**config.mk**
```make
export PLATFORM = sky130hd
export DESIGN_NAME = wb_rotenc_flat
export DESIGN_NICKNAME = d
export VERILOG_FILES = /design/src/rtl/wb_rotenc_pkg.sv /design/src/rtl/wb_rotenc_if.sv /design/src/rtl/wb_rotenc_debounce.sv /design/src/rtl/wb_rotenc.sv /design/src/flat_wrapper.sv
export SDC_FILE = /design/constraint.sdc
export NUM_CORES = 1
export LEC_CHECK = 0
export BUFFER_PORTS_ARGS = -buffer_cell sky130_fd_sc_hd__buf_2
export CORE_MARGIN = 3
export CORE_UTILIZATION = 25
export CTS_CLUSTER_DIAMETER = 30
export DETAILED_ROUTE_END_ITERATION = 12
export GPL_TIMING_DRIVEN = 1
export PLACE_DENSITY_LB_ADDON = 0.1
export SLEW_MARGIN = 10
export SYNTH_ARGS = -nofsm -noshare
export SYNTH_HDL_FRONTEND = slang
export SYNTH_SLANG_ARGS = --single-unit
```
**constraint.sdc**
```tcl
create_clock -name clk -period 5.86 [get_ports clk]
set_input_delay 1.172 -clock clk [delete_from_list [all_inputs] [get_ports clk]]
set_output_delay 1.172 -clock clk [all_outputs]
set_load 0.02 [all_outputs]
```
**src/rtl/wb_rotenc_pkg.sv**
```systemverilog
`default_nettype none
// ============================================================================
// Module   : rotenc_pkg
// Brief    : Register offsets, EVENT bit indices and input ordering for wb_rotenc.
// Revision : 1.0 - initial release
// ============================================================================
package rotenc_pkg;

    localparam int NUM_INPUTS = 7;

    // Word offsets, i.e. wb_adr_i[3:2]
    localparam logic [1:0] REG_STATUS   = 2'd0;
    localparam logic [1:0] REG_POSITION = 2'd1;
    localparam logic [1:0] REG_EVENT    = 2'd2;
    localparam logic [1:0] REG_IRQEN    = 2'd3;

    localparam int EV_CW   = 0;
    localparam int EV_CCW  = 1;
    localparam int EV_CTR  = 2;
    localparam int EV_BTN0 = 3;

    // Conditioned-input vector order matches STATUS[6:0]: btn[3:0], centre, A, B
    localparam int IN_BTN0 = 0;
    localparam int IN_CTR  = 4;
    localparam int IN_A    = 5;
    localparam int IN_B    = 6;

endpackage
`default_nettype wire

```
**src/rtl/wb_rotenc_if.sv**
```systemverilog
`default_nettype none
// ============================================================================
// Module   : wb_rotenc_if
// Brief    : Wishbone classic slave-port bundle for the rotary encoder block.
// Revision : 1.0 - initial release
// ============================================================================
interface wb_rotenc_if;
    logic [31:0] wb_adr_i;
    logic [31:0] wb_dat_i;
    logic [31:0] wb_dat_o;
    logic [3:0]  wb_sel_i;
    logic        wb_stb_i;
    logic        wb_cyc_i;
    logic        wb_we_i;
    logic        wb_ack_o;

    modport master (
        output wb_adr_i, wb_dat_i, wb_sel_i, wb_stb_i, wb_cyc_i, wb_we_i,
        input  wb_dat_o, wb_ack_o
    );

    modport slave (
        input  wb_adr_i, wb_dat_i, wb_sel_i, wb_stb_i, wb_cyc_i, wb_we_i,
        output wb_dat_o, wb_ack_o
    );
endinterface
`default_nettype wire

```
**src/rtl/wb_rotenc_debounce.sv**
```systemverilog
`default_nettype none
// ============================================================================
// Module   : rotenc_debounce
// Brief    : 2-FF synchroniser followed by a stable-count debouncer.
// Revision : 1.0 - initial release
// ============================================================================
module rotenc_debounce #(
    parameter int cycles = 4
) (
    input  logic clk,
    input  logic reset,
    input  logic din,
    output logic dout
);

    localparam int                 c_CNT_W = $clog2(cycles + 1);
    localparam logic [c_CNT_W-1:0] c_LIMIT = c_CNT_W'(cycles);

    logic               r_meta;
    logic               r_sync;
    logic               r_dout;
    logic [c_CNT_W-1:0] r_cnt;
    logic [c_CNT_W-1:0] w_cnt_next;

    assign w_cnt_next = r_cnt + 1'b1;

    // Toggle on the cycle the count would reach the limit, so a change is
    // visible 1 + cycles edges after it lands in the synchroniser.
    always_ff @(posedge clk or posedge reset) begin
        if (reset) begin
            r_meta <= 1'b0;
            r_sync <= 1'b0;
            r_dout <= 1'b0;
            r_cnt  <= '0;
        end else begin
            r_meta <= din;
            r_sync <= r_meta;
            if (r_sync == r_dout) begin
                r_cnt <= '0;
            end else if (w_cnt_next == c_LIMIT) begin
                r_dout <= ~r_dout;
                r_cnt  <= '0;
            end else begin
                r_cnt <= w_cnt_next;
            end
        end
    end

    assign dout = r_dout;

endmodule
`default_nettype wire

```
**src/rtl/wb_rotenc.sv**
```systemverilog
`default_nettype none
// ============================================================================
// Module   : wb_rotenc
// Brief    : Wishbone slave for push buttons and quadrature rotary encoder.
// Revision : 1.0 - initial release
// ============================================================================
module wb_rotenc
    import rotenc_pkg::*;
#(
    parameter int clk_freq        = 50_000_000,
    parameter int debounce_cycles = 50_000      // 1 ms at 50 MHz
) (
    input  logic              clk,
    input  logic              reset,
    wb_rotenc_if.slave        wb,
    output logic              intr,
    input  logic [3:0]        btn,
    input  logic [2:0]        rot
);

    localparam logic [0:0] ST_IDLE = 1'b0;
    localparam logic [0:0] ST_ACK  = 1'b1;

    logic [NUM_INPUTS-1:0] w_raw;
    logic [NUM_INPUTS-1:0] w_deb;
    logic [NUM_INPUTS-1:0] r_deb_d;
    logic [NUM_INPUTS-1:0] w_rise;

    logic [0:0]  r_state;
    logic [31:0] r_dat;
    logic [15:0] r_pos;
    logic [6:0]  r_event;
    logic [6:0]  r_irqen;

    logic        w_access;
    logic        w_wr;
    logic [1:0]  w_addr;
    logic        w_pos_wr;
    logic        w_irq_wr;
    logic [6:0]  w_w1c;
    logic [6:0]  w_set;
    logic        w_cw;
    logic        w_ccw;
    logic [31:0] w_rdata;
    logic        w_unused;

    assign w_raw = {rot[1], rot[0], rot[2], btn};

    for (genvar gi = 0; gi < NUM_INPUTS; gi++) begin : g_deb
        rotenc_debounce #(
            .cycles (debounce_cycles)
        ) u_deb (
            .clk   (clk),
            .reset (reset),
            .din   (w_raw[gi]),
            .dout  (w_deb[gi])
        );
    end

    assign w_rise = w_deb & ~r_deb_d;
    assign w_cw   = w_rise[IN_A] & ~w_deb[IN_B];
    assign w_ccw  = w_rise[IN_A] &  w_deb[IN_B];

    always_comb begin
        w_set                      = '0;
        w_set[EV_CW]               = w_cw;
        w_set[EV_CCW]              = w_ccw;
        w_set[EV_CTR]              = w_rise[IN_CTR];
        w_set[EV_BTN0 +: 4]        = w_rise[IN_BTN0 +: 4];
    end

    // Bus decode; the ~ack term limits to one access every two cycles
    assign w_access = wb.wb_cyc_i & wb.wb_stb_i & (r_state == ST_IDLE);
    assign w_addr   = wb.wb_adr_i[3:2];
    assign w_wr     = w_access & wb.wb_we_i & wb.wb_sel_i[0];
    assign w_pos_wr = w_wr & wb.wb_sel_i[1] & (w_addr == REG_POSITION);
    assign w_irq_wr = w_wr & (w_addr == REG_IRQEN);
    assign w_w1c    = (w_wr && (w_addr == REG_EVENT)) ? wb.wb_dat_i[6:0] : 7'd0;

    always_comb begin
        w_rdata = 32'd0;
        case (w_addr)
            REG_STATUS:   w_rdata = {25'd0, w_deb};
            REG_POSITION: w_rdata = {{16{r_pos[15]}}, r_pos};
            REG_EVENT:    w_rdata = {25'd0, r_event};
            REG_IRQEN:    w_rdata = {25'd0, r_irqen};
            default:      w_rdata = 32'd0;
        endcase
    end

    always_ff @(posedge clk or posedge reset) begin
        if (reset) begin
            r_state <= ST_IDLE;
            r_dat   <= 32'd0;
        end else begin
            case (r_state)
                ST_IDLE: r_state <= w_access ? ST_ACK : ST_IDLE;
                ST_ACK:  r_state <= ST_IDLE;
                default: r_state <= ST_IDLE;
            endcase
            r_dat <= (w_access && !wb.wb_we_i) ? w_rdata : 32'd0;
        end
    end

    // Bus writes beat steps on POSITION; event sets beat W1C on EVENT
    always_ff @(posedge clk or posedge reset) begin
        if (reset) begin
            r_deb_d <= '0;
            r_pos   <= 16'd0;
            r_event <= 7'd0;
            r_irqen <= 7'd0;
        end else begin
            r_deb_d <= w_deb;
            if (w_pos_wr) begin
                r_pos <= wb.wb_dat_i[15:0];
            end else if (w_cw) begin
                r_pos <= r_pos + 16'd1;
            end else if (w_ccw) begin
                r_pos <= r_pos - 16'd1;
            end
            r_event <= (r_event & ~w_w1c) | w_set;
            if (w_irq_wr) begin
                r_irqen <= wb.wb_dat_i[6:0];
            end
        end
    end

    assign wb.wb_ack_o = (r_state == ST_ACK);
    assign wb.wb_dat_o = r_dat;
    assign intr        = |(r_event & r_irqen);

    assign w_unused = ^{wb.wb_adr_i[31:4], wb.wb_adr_i[1:0], wb.wb_dat_i[31:16],
                        wb.wb_sel_i[3:2], 1'(clk_freq % 2)};

endmodule
`default_nettype wire

```
**src/flat_wrapper.sv**
```systemverilog
// flat-port wrapper written by rule: the top's interface ports become plain ports
module wb_rotenc_flat import rotenc_pkg::*;
#(
    parameter int clk_freq        = 50_000_000,
    parameter int debounce_cycles = 50_000                       
)
  (clk, reset, intr, btn, rot, wb_wb_adr_i, wb_wb_dat_i, wb_wb_sel_i, wb_wb_stb_i, wb_wb_cyc_i, wb_wb_we_i, wb_wb_dat_o, wb_wb_ack_o);
  wb_rotenc_if wb_i ();
  input  logic clk;
  input  logic reset;
  output logic intr;
  input  logic [3:0] btn;
  input  logic [2:0] rot;
  input wire logic [$bits(wb_i.wb_adr_i)-1:0] wb_wb_adr_i;
  input wire logic [$bits(wb_i.wb_dat_i)-1:0] wb_wb_dat_i;
  input wire logic [$bits(wb_i.wb_sel_i)-1:0] wb_wb_sel_i;
  input wire logic [$bits(wb_i.wb_stb_i)-1:0] wb_wb_stb_i;
  input wire logic [$bits(wb_i.wb_cyc_i)-1:0] wb_wb_cyc_i;
  input wire logic [$bits(wb_i.wb_we_i)-1:0] wb_wb_we_i;
  output wire logic [$bits(wb_i.wb_dat_o)-1:0] wb_wb_dat_o;
  output wire logic [$bits(wb_i.wb_ack_o)-1:0] wb_wb_ack_o;
  assign wb_i.wb_adr_i = wb_wb_adr_i;
  assign wb_i.wb_dat_i = wb_wb_dat_i;
  assign wb_i.wb_sel_i = wb_wb_sel_i;
  assign wb_i.wb_stb_i = wb_wb_stb_i;
  assign wb_i.wb_cyc_i = wb_wb_cyc_i;
  assign wb_i.wb_we_i = wb_wb_we_i;
  assign wb_wb_dat_o = wb_i.wb_dat_o;
  assign wb_wb_ack_o = wb_i.wb_ack_o;
  wb_rotenc #(.clk_freq(clk_freq), .debounce_cycles(debounce_cycles)) u_core (.clk(clk), .reset(reset), .wb(wb_i), .intr(intr), .btn(btn), .rot(rot));
endmodule
```
Word-level counts from Yosys, hierarchy flattened
Cells that the tools add are included.

cells by class
  bitwise operators = 30
  mux-type cells = 22
  reductions and logical operators = 13
  add/sub/neg operators = 9
  equality and inequality tests = 17

operators by type and width
  operator                 count
  $mux W16                 17
  $add A16 B1 Y16 const B  8
  $pmux W32 S4             1
  $eq A16 B16 Y1 const B   7
  $mux W32                 1
  $sub A16 B1 Y16 const B  1
  $not A1 Y1               15
  $and A7 B7 Y7            2
  $reduce_and A2 Y1        7
  $and A1 B1 Y1            9
  $eq A1 B1 Y1             7
  $mux W7                  1
  $not A7 Y7               1
  $or A7 B7 Y7             1
  $reduce_or A7 Y1         1
  $and A6 B6 Y6            1
  $not A6 Y6               1
  $eq A2 B2 Y1 const B     2
  $reduce_bool A3 Y1       1
  $eq A2 B1 Y1 const B     1
  $logic_and A1 B1 Y1      2
  $logic_not A2 Y1         1
  $pmux W1 S2              1
  $logic_not A1 Y1         1
  $mux W1                  1

storage, ports and cells
  logic and storage cells = 125
  input port bits = 80
  register bits after elaboration = 202

Logic depth before layout (Yosys ltp)
Gate-level depths: netlist of run 1.

  depth after elaboration = 9
  mapped depth = 11
  mapped depth without buffers = 11

Cells and area by module
A second synthesis of run 1 with hierarchy kept.

unflattened totals
  cells, all modules = 958
  area, all modules = 10,062.2 um2

modules (own cells, without submodules)
  module           times used  cells each  area each (um2)
  rotenc_debounce  7           94          993.5
  wb_rotenc        1           300         3,108.0

Worst setup path after synthesis of run 1
No wires, ideal clock.

  path type = reg-to-reg
  start = register u_core.g_deb[5].u_deb.r_dout
  end = register u_core.r_pos[14]
  arrival time = 2,689 ps
  required time = 5,732 ps
  path buffers = 0
  cell stages (with the launch flop) = 11
  setup slack = 3,043 ps
  path through = dfrtp_1 > nor2b_1 > nand2_1 > ha_1 > nor2b_1 > o31ai_1 > a31oi_1 > a211o_1 > a221o_1 > mux2i_1 > nand3_1

between the ends
  word-level cells in the longest chain between the ends = 4
  elaborated cells on any way between the ends = 6
  classes of those cells = mux: 2; bitwise: 3; reduce/logical: 1

ends and longest elaborated chain
  item                    RTL line                  source
  from (decl)             wb_rotenc_debounce.sv:21  logic r_dout;
  from (signal assigned)  wb_rotenc_debounce.sv:41  r_dout <= ~r_dout;
  $and A6 B6 Y6 (*)       wb_rotenc.sv:60           assign w_rise = w_deb & ~r_deb_d;
  $and A1 B1 Y1           wb_rotenc.sv:61           assign w_cw = w_rise[IN_A] & ~w_deb[IN_B];
  $mux W16                wb_rotenc.sv:116          end else if (w_cw) begin
  $mux W16                wb_rotenc.sv:114          if (w_pos_wr) begin
  to (signal assigned)    wb_rotenc.sv:115          r_pos <= wb.wb_dat_i[15:0];
  to (signal assigned)    wb_rotenc.sv:117          r_pos <= r_pos + 16'd1;
  to (signal assigned)    wb_rotenc.sv:119          r_pos <= r_pos - 16'd1;
  to (decl)               wb_rotenc.sv:31           logic [15:0] r_pos;

Mark *: on every way between the ends. The rest lies on a longest branch, timed or not.
A chain may end at the register's enable or synchronous reset.

Final worst setup path of run 1
Ends and elaborated chain as after synthesis.

==> flow_summary.yaml, run 1 <==
clocking:
  cts-hold-fix-buffers: 0
  clockBufferDepth: 2
  tritoncts: "yes"
  clk_pin_slew_worst_paths_ps: 70
  post_cts_resized: 0
  root_buffer: "clkbuf_16"
  h-tree-depth: 4
  post_cts_buffers: 0
  clock_latency_ps: 450
  cts_buffers: 17
  clock_sinks: 186
synth:
  synth_area_per_cell_sq_um: 9.75
  ys_top_cells_by_area: "dfrtp_1, nor2_1, xnor2_1, xor2_1, ha_1"
  synth_fp_nets: 1132
  synth_cell_types: 75
  synth_compound_area_share_pct: 7.52
  ys.warnings.count: 0
  synth.mux.area_fraction_pct: 3.75
  syn_area_sq_mm: 0.0100
  synth_top_cell_by_area: "dfrtp_1"
  synth_xor_xnor_area_share_pct: 10.8
  synth_adder_area_share_pct: 3.07
  synth-edff-count: 0
  yosys.area_share.simple_pct: 24.3
  synth_top_family_by_area: "simple AND/OR/NAND/NOR gates"
  synth_cells: 1028
  async_reset_ff_share_pct: 100
  ys_ff_latch: 186
  synth_ff_type: "dfrtp_1"
  yosys.area.top_type_share_pct: 46.5
  ys_seq_area_share_pct: 46.5
grt:
  grt_remaining_overflow: 0
  grt_use_total_pct: 11.5
  antenna_found_initial: 2
  grt_pass1_vias: 7219
  grt_max_degree: 104
  grt_pass1_wl_microns: 38800
layout:
  layout.cells.most_common: "dfrtp_1"
  final_util_pct: 29.0
  antenna_cells: 0
  drive_gt1_share_pct: 13.2
  area_growth_pct: 13.1
  layout_common_cells: "dfrtp_1, nor2_1, nand2_1, buf_2, xnor2_1"
  nets: 1165
route:
  drt_iter0_drc: 298
  wl_per_cell_microns: 14.5
  dr_total_vias: 7213
  viasPerCell: 4.53
  wl_microns: 23000
  ant_nets: 0
  drc: 0
  dr.pass1.iters: 4
sta:
  clock_skew_ps: 9.40
  fmax_mhz: 283
  setup_viol: 0
  rsz0062_at_grt: "no"
  hold_violations: 0
  fin_tns_setup_ps: 0
  tightestPinTransition_ps: 846
  period_share_pct: 60.3
  fin_crit_ps: 3530
  relSlewSlack_pct: 43.6
  slew_violations: 0
critical_path:
  crit_top_cell: "nor2b_1"
  startpoint_type: "flip-flop"
  crit_type: "reg -> reg"
  end_kind: "flip-flop"
  worst_path_max_delay_cell: "ha_1"
  cp_cell_sequence: "nor2b_1 -> buf_4 -> nand2_1 -> ha_1 -> nor2b_1 -> o31ai_1 -> a31oi_1 -> a211o_1 -> a221o_1 -> mux2i_1 -> nand3_1"
  critPathTopFamily: "compound AO/OA/AOI/OAI gates"
  cp.arrival_ps: 3860
  required_ps: 6190
  crit_fanout: 17
  cp.buffers_inverters: 1
  slowest_delay_ps: 520
die:
  fp.dieH_microns: 206
  start_util_pct: 25.6
  die_area_sq_mm: 0.0425
  coreArea_sq_mm: 0.0391
  row_count: 72
  die_w_microns: 206
  pin_count: 114
run:
  cap_violations: 0
placement:
  numPortBuffers: 65
  hpwlAfterDp_microns: 16200
  gp_congestion: 0.757
worst_hold_path:
  min_path_type: "reg -> reg"
status:
  status: "complete, no violations"
power:
  p_per_area_mw_per_mm2: 248
  power_mw: 2.81
  leakagePower_nw: 4.79
  ir_drop_mv: 0.164
-- layout make-up --
type | count | area (sq um)
fillers | 4104 | 27800
multi-input cells | 760 | 4950
well taps | 518 | 648
clock buffers | 17 | 425
repair buffers | 71 | 383
flip-flops and latches | 186 | 4650
inverters | 25 | 97.6
clock inverters | 15 | 170
-- registers in the layout (all words and copies together), names as in the netlist --
signal                     count
u_core.g_deb.u_deb.r_cnt     112
u_core.r_pos                  16
u_core.wb.wb_dat_o            16
u_core.g_deb.u_deb.dout        7
u_core.g_deb.u_deb.r_meta      7
u_core.g_deb.u_deb.r_sync      7
u_core.r_event                 7
u_core.r_irqen                 7
u_core.r_deb_d                 6
u_core.wb.wb_ack_o             1
-- worst paths after layout --
kind | from | to | slack, ps | cells after the start
worst max register to register | u_core.g_deb[5].u_deb.dout | u_core.r_pos[14] | 2330 | 11
min in group asynchronous | reset | u_core.g_deb[6].u_deb.r_cnt[9] | 870 | 2
worst max-delay path | u_core.g_deb[5].u_deb.dout | u_core.r_pos[14] | 2330 | 11
worst min register to register | u_core.g_deb[2].u_deb.r_meta | u_core.g_deb[2].u_deb.r_sync | 350 | 0
worst min-delay path | u_core.g_deb[2].u_deb.r_meta | u_core.g_deb[2].u_deb.r_sync | 350 | 0
max in group asynchronous | reset | u_core.g_deb[5].u_deb.r_meta | 3850 | 3
-- where the power goes --
part	internal (mW)	switching, mW
combinational	0.101	0.140
sequential	1.33	0.0441
clock	0.637	0.557
-- metrics by stage --
| step | area, sq um | setup slack [ps] | hold WS [ps] | std cells |
|---|---|---|---|---|
| 6_report | 11300 | 2330 | 352 | 1592 |
| 3_3_place_gp | 10700 | 2240 | 335 | 1560 |
| 2_1_floorplan | 10000 | 2300 | 331 | 1028 |
| 3_5_place_dp | 10700 | 2300 | 335 | 1560 |
| 5_1_grt | 11300 | 1930 | 360 | 1592 |
| 4_1_cts | 11300 | 2260 | 353 | 1592 |
-- layer usage --
metal | share of wire [%] | wire length [microns] | track usage, %
met2 | 44 | 10200 | 17.5
met3 | 3.7 | 845 | 3.04
met1 | 51 | 11700 | 16.1
met4 | 0.98 | 226 | 2.98
met5 | 0.10 | 23 | 0
-- logic make-up after synthesis --
family | after synthesis
adders and majority gates | 24
AOI/OAI and AO/OA | 115
muxes | 27
DFF | 186
buffers and inverters | 82
xor gates and xnor gates | 123
and+or+nand+nor | 471
-- cell usage after synthesis, drive strengths merged, types with 7 or more instances --
library cell  count
mux4              7
and4             12
nor3b            10
o21ai            23
nor3             23
nand2b           10
clkbuf           21
nand3            57
nor2            158
nand4            33
mux2             14
dfrtp           186
nand2            74
ha               23
a21oi            36
inv              25
or2               8
o211ai            7
a22o              8
xnor2            62
a31oi            11
nor4             15
xor2             61
buf              36
and3             15
and2             15
nor2b            16
No activity file was read; power rests on OpenSTA's default activity.
==> inputs of run 2 (changes only) <==
--- a/config.mk
+++ b/config.mk
@@ -5,6 +5,7 @@
 export SDC_FILE = /design/constraint.sdc
 export NUM_CORES = 1
 export LEC_CHECK = 0
+export ABC_AREA = 1
 export BUFFER_PORTS_ARGS = -buffer_cell sky130_fd_sc_hd__buf_2
 export CORE_MARGIN = 3
 export CORE_UTILIZATION = 25
==> constraint.sdc (replaced) <==
create_clock -name clk -period 3.66 [get_ports clk]
set_input_delay 0.732 -clock clk [delete_from_list [all_inputs] [get_ports clk]]
set_output_delay 0.732 -clock clk [all_outputs]
set_load 0.02 [all_outputs]
==> run 2 against run 1 <==
Compared with the run above: flip-flop and latch count did not move; die area rose by 5.8%; non-clock buffer count rose by 6; fmax rose by 27%; count of clock-buffer cells in the layout rose by 3; critical path type unchanged; critical endpoint is now u_core.r_pos[15]; largest cell class unchanged.
==> flow_summary.yaml, run 2 <==
clocking:
  post_cts_resized: 0
  cts_buffers: 17
  root_buffer: "clkbuf_16"
  clock_latency_ps: 450
  clock_sinks: 186
  cts-hold-fix-buffers: 0
  h-tree-depth: 4
  clk_pin_slew_worst_paths_ps: 70
  clockBufferDepth: 2
  post_cts_buffers: 0
  tritoncts: "yes"
synth:
  synth_ff_type: "dfrtp_1"
  synth_area_per_cell_sq_um: 7.38
  ys.warnings.count: 0
  synth_top_cell_by_area: "dfrtp_1"
  ys_seq_area_share_pct: 43.9
  yosys.cell_count.top_type: "nand2_1"
  synth_cells: 1438
  synth-edff-count: 0
  ys_top_cells_by_count: "nand2_1, nor2_1, dfrtp_1"
  synth_cell_types: 44
  async_reset_ff_share_pct: 100
  ys_top_cells_by_area: "dfrtp_1, nand2_1, nor2_1, inv_1, nand3_1"
  ys_ff_latch: 186
  synth_fp_nets: 1542
  syn_area_sq_mm: 0.0106
  yosys.area.top_type_share_pct: 43.9
die:
  die_w_microns: 212
  die_area_sq_mm: 0.0450
  coreArea_sq_mm: 0.0414
  start_util_pct: 25.6
  fp.dieH_microns: 212
  row_count: 74
  pin_count: 114
sta:
  rsz0062_at_grt: "no"
  fin_ws_ps: 886
  fin_crit_ps: 2770
  relSlewSlack_pct: 35.1
  setup_viol: 0
  tightestPinTransition_ps: 967
  period_share_pct: 75.8
  fmax_mhz: 361
  hold_violations: 0
  fin_tns_setup_ps: 0
  slew_violations: 0
  clock_skew_ps: 10.9
status:
  status: "complete, no violations"
route:
  drt_iter0_drc: 584
  viasPerCell: 4.37
  dr.pass1.iters: 5
  drc: 0
  wl_microns: 27400
  dr_total_vias: 8966
  ant_nets: 0
  wl_per_cell_microns: 13.4
layout:
  finalNonFillerCells: 2054
  layout.cells.most_common: "nand2_1"
  area_growth_pct: 14.7
  fin_area_sq_mm: 0.0122
  antenna_cells: 0
  drive_gt1_share_pct: 10.7
  largest-register: "u_core.g_deb.u_deb.r_cnt"
  nets: 1614
  final_util_pct: 29.4
  largest_reg_flops: 112
  layout_common_cells: "nand2_1, nor2_1, dfrtp_1, inv_1, nand3_1"
placement:
  gp_congestion: 0.807
  dpl.cell_count: 2023
  numPortBuffers: 65
  postPlaceCellArea_sq_mm: 0.0116
  hpwlAfterDp_microns: 20600
  pre_cts_ws_ps: 858
critical_path:
  crit_type: "reg -> reg"
  cp.arrival_ps: 3110
  crit_fanout: 17
  timing.rr.end: "u_core.r_pos[15]"
  required_ps: 3990
  reg2reg_depth: 11
  startpoint_type: "flip-flop"
  r2r_start: "u_core.g_deb[5].u_deb.dout"
  end_kind: "flip-flop"
  r2r_slack_ps: 890
power:
  internal_power_mw: 3.44
  combPwrFrac_pct: 12.0
  p_per_area_mw_per_mm2: 387
  leakagePower_nw: 5.63
  clockPowerShare_pct: 41.5
  seq_power_share_pct: 46.6
  p_sw_share_pct: 26.9
  power_switching_mw: 1.27
  ir_drop_mv: 0.246
grt:
  grt_pass1_vias: 8999
  grt_use_total_pct: 12.9
  grt_max_degree: 64
  antenna_found_initial: 4
  grt_remaining_overflow: 0
  grt_pass1_wl_microns: 46100
worst_hold_path:
  hold_end: "u_core.g_deb[0].u_deb.r_sync"
  min_path_type: "reg -> reg"
  hold_path.startpoint: "u_core.g_deb[0].u_deb.r_meta"
  hold_depth: 0
run:
  cap_violations: 0
## run 2: changes by cell type in the layout (fill, tap and decap cells not counted), sizes merged, moves of 16 or more
| cell | previous run | this run |
|---|---|---|
| o21bai | 0 | 20 |
| inv | 27 | 188 |
| nand2 | 74 | 423 |
| nor2b | 16 | 0 |
| xnor2 | 62 | 14 |
| xor2 | 61 | 18 |
| nand3 | 57 | 111 |
| nor2 | 158 | 259 |
## run 2: cell families after synthesis
kind of cell	Yosys count	synth area share, %
xor gates and xnor gates	32	2.78
AOI/OAI and AO/OA	111	6.42
and+or+nand+nor	870	35.8
buffers and inverters	215	8.22
DFF	186	43.9
adders and majority gates	24	2.90
## run 2: layout make-up
cell class | instances | area, sq um
fillers | 4492 | 29200
multi-input cells | 1037 | 5090
flip-flops and latches | 186 | 4650
inverters | 191 | 722
well taps | 532 | 666
clock buffers | 20 | 457
repair buffers | 77 | 440
clock inverters | 11 | 146
## run 2: critical path, stage by stage (launching register included)
cell	delay, ps
dfrtp_1	340
inv_1	40
nor2_1	220
nand2_1	490
ha_1	540
a21oi_1	190
a21boi_0	360
inv_1	80
a21oi_1	180
nand3_1	100
nand2_1	60
o21bai_1	60
## run 2: power groups by stage
stage / registers (mW) / clock network (mW) / logic (mW)
detailed placement: 2.23 / 0 / 0.578
finish: 2.19 / 1.95 / 0.563
CTS: 2.19 / 2.04 / 0.579
global placement: 2.23 / 0 / 0.578
floorplan: 2.22 / 0 / 0.416
global route: 2.20 / 2.12 / 0.666
## run 2: how the worst max path moves through the flow
stage	start	endpoint	slack (ps)	cells after the start
after CTS	u_core.g_deb[5].u_deb.dout	u_core.r_pos[10]	830	12
after global placement	u_core.g_deb[5].u_deb.dout	u_core.r_pos[15]	840	11
after global routing	u_core.g_deb[5].u_deb.dout	u_core.r_pos[15]	530	11
after floorplan	reset	u_core.g_deb[0].u_deb.dout	540	1
after detailed placement	u_core.g_deb[5].u_deb.dout	u_core.r_pos[15]	860	11
final	u_core.g_deb[5].u_deb.dout	u_core.r_pos[15]	890	11
## run 2: per-stage QoR
step	total power, mW	hold WS (ps)
after floorplan	2.63	331
after global placement	2.81	331
after detailed placement	2.81	337
after CTS	4.81	348
after global routing	4.99	353
final	4.71	354
## run 2: layer usage
metal	wire (microns)	part of all wire (%)	vias up	global-route usage, %
li1	-	-	4701	-
met1	13400	49	4121	17.0
met2	12600	46	103	20.9
met3	1160	4.2	33	3.42
met4	296	1.1	8	3.26
met5	48	0.17	-	0
==> inputs of run 3 (changes only) <==
--- a/config.mk
+++ b/config.mk
@@ -5,7 +5,7 @@
 export SDC_FILE = /design/constraint.sdc
 export NUM_CORES = 1
 export LEC_CHECK = 0
-export ABC_AREA = 1
+export ABC_AREA = 0
 export BUFFER_PORTS_ARGS = -buffer_cell sky130_fd_sc_hd__buf_2
 export CORE_MARGIN = 3
 export CORE_UTILIZATION = 25
==> constraint.sdc (replaced) <==
create_clock -name clk -period 2.7 [get_ports clk]
set_input_delay 0.54 -clock clk [delete_from_list [all_inputs] [get_ports clk]]
set_output_delay 0.54 -clock clk [all_outputs]
set_load 0.02 [all_outputs]
==> run 3 against run 2 <==
Compared with the run above: hold slack got worse by 220 ps; combinational power increased by 5.2%; highest routed layer unchanged; first-iteration DRC count decreased by 43%; routed wire length decreased by 15%; count of clock-buffer cells in the layout decreased by 3; critical endpoint is now u_core.r_pos[14]; largest cell class unchanged; register-to-register slack got worse by 710 ps; fmax increased by 9.7%.
==> flow_summary.yaml, run 3 (synthesis gave the netlist of run 1 again) <==
status:
  status: "complete, no violations"
sta:
  period_share_pct: 93.6
  setup_viol: 0
  fin_crit_ps: 2530
  relSlewSlack_pct: 54.2
  clock_skew_ps: 8.43
  tightestPinTransition_ps: 687
  slew_violations: 0
  hold_violations: 0
  fmax_mhz: 396
  rsz0062_at_grt: "no"
clocking:
  clk_pin_slew_worst_paths_ps: 70
  cts-hold-fix-buffers: 0
  cts_buffers: 17
  root_buffer: "clkbuf_16"
  clock_latency_ps: 440
  tritoncts: "yes"
  clock_sinks: 186
  h-tree-depth: 4
  clockBufferDepth: 2
worst_hold_path:
  min_path_type: "in -> async"
route:
  wl_met1_microns: 11900
  dr_total_vias: 7324
  drt_iter0_drc: 330
  route.met3.wl_microns: 838
  wl_per_cell_microns: 14.3
  highest_layer: "met5"
  viasPerCell: 4.47
  wl_microns: 23400
  drc: 0
  dr.pass1.iters: 5
  ant_nets: 0
  met2_length_microns: 10400
placement:
  gp_congestion: 0.761
  numPortBuffers: 65
  hpwlAfterDp_microns: 17000
critical_path:
  cp_cell_sequence: "nor2b_4 -> nand2_2 -> buf_4 -> ha_1 -> o21a_1 -> o211ai_1 -> a31oi_1 -> a211o_1 -> a221o_1 -> mux2i_1 -> nand3_1"
  worst_path_max_delay_cell: "dfrtp_1"
  cp.buffers_inverters: 1
  end_kind: "flip-flop"
  startpoint_type: "flip-flop"
  crit_fanout: 9
  slowest_delay_ps: 410
  critPathTopFamily: "compound AO/OA/AOI/OAI gates"
  required_ps: 3020
  crit_type: "reg -> reg"
  cp.arrival_ps: 2840
power:
  leakagePower_nw: 5.02
  ir_drop_mv: 0.356
  power_mw: 6.08
  p_per_area_mw_per_mm2: 520
layout:
  largest-register: "u_core.g_deb.u_deb.r_cnt"
  final_util_pct: 29.9
  area_growth_pct: 16.7
  nFillCells: 4079
  layout.cells.most_common: "dfrtp_1"
  layout_common_cells: "dfrtp_1, nor2_1, nand2_1, buf_2, xnor2_1"
  largest_reg_flops: 112
  antenna_cells: 0
  nets: 1210
  drive_gt1_share_pct: 17.0
die:
  row_count: 72
  start_util_pct: 25.6
  coreArea_sq_mm: 0.0391
  die_w_microns: 206
  fp.dieH_microns: 206
  pin_count: 114
  die_area_sq_mm: 0.0425
grt:
  grt_use_total_pct: 11.5
  grt_pass1_wl_microns: 39100
  antenna_found_initial: 4
  grt_pass1_vias: 7363
  grt_remaining_overflow: 0
  grt_max_degree: 51
run:
  cap_violations: 0
run 3: layout make-up:
class / count / area (sq um) / area share [%]
sequential: 186 / 4650 / 39.8
clock inverter: 15 / 154 / 1.32
tap: 518 / 648 / 5.54
inverter: 25 / 97.6 / 0.835
clock buffer: 17 / 425 / 3.64
timing repair buffer: 115 / 738 / 6.31
multi-input combinational: 761 / 4970 / 42.5
run 3: final timing paths:
path | startpoint | endpoint | slack, ps | cells after the start
hold reg to reg | u_core.g_deb[3].u_deb.r_meta | u_core.g_deb[3].u_deb.r_sync | 350 | 0
max in group asynchronous | reset | u_core.g_deb[0].u_deb.r_cnt[13] | 1890 | 3
hold / removal | reset | u_core.wb.wb_dat_o[0] | 130 | 2
setup / recovery | u_core.r_deb_d[5] | u_core.r_pos[14] | 170 | 11
setup reg to reg | u_core.r_deb_d[5] | u_core.r_pos[14] | 170 | 11
min in group clk | btn[0] | u_core.g_deb[0].u_deb.r_meta | 210 | 1
run 3: routing by layer:
layer,vias to the layer above,GRT usage [%]
li1,3714,-
met1,3525,16.0
met2,62,18.1
met3,15,3.12
met4,8,2.25
met5,-,0
run 3: what timing repair did:
| item | in CTS | in global routing |
|---|---|---|
| pin swaps | 1 | 0 |
| cloned | 1 | 0 |
| setup buffers | 1 | 0 |
| setup endpoints to repair | 1 | 3 |
| resized for setup | 1 | 3 |
run 3: power by group:
group / switching [mW] / internal (mW)
clock: 1.20 / 1.31
sequential: 0.0918 / 2.88
combinational: 0.328 / 0.264
run 3: worst reg2reg max path: stages, from the launching register on:
cell      delay, ps
dfrtp_1         410
nor2b_4         160
nand2_2         110
buf_4           190
ha_1            290
o21a_1          110
o211ai_1        160
a31oi_1          80
a211o_1         310
a221o_1         350
mux2i_1         160
nand3_1          90
run 3: metrics by stage:
| step | setup TNS [ps] | cell area [sq um] | std cells | hold slack (ps) | setup WS [ps] |
|---|---|---|---|---|---|
| floorplan | -43250 | 10000 | 1028 | 331 | -233 |
| global placement | 0 | 11100 | 1603 | 336 | 13.0 |
| detailed placement | 0 | 11100 | 1603 | 338 | 10.2 |
| CTS | 0 | 11700 | 1637 | 105 | 45.1 |
| global route | 0 | 11700 | 1637 | 139 | 12.8 |
| finish | 0 | 11700 | 1637 | 129 | 172 |
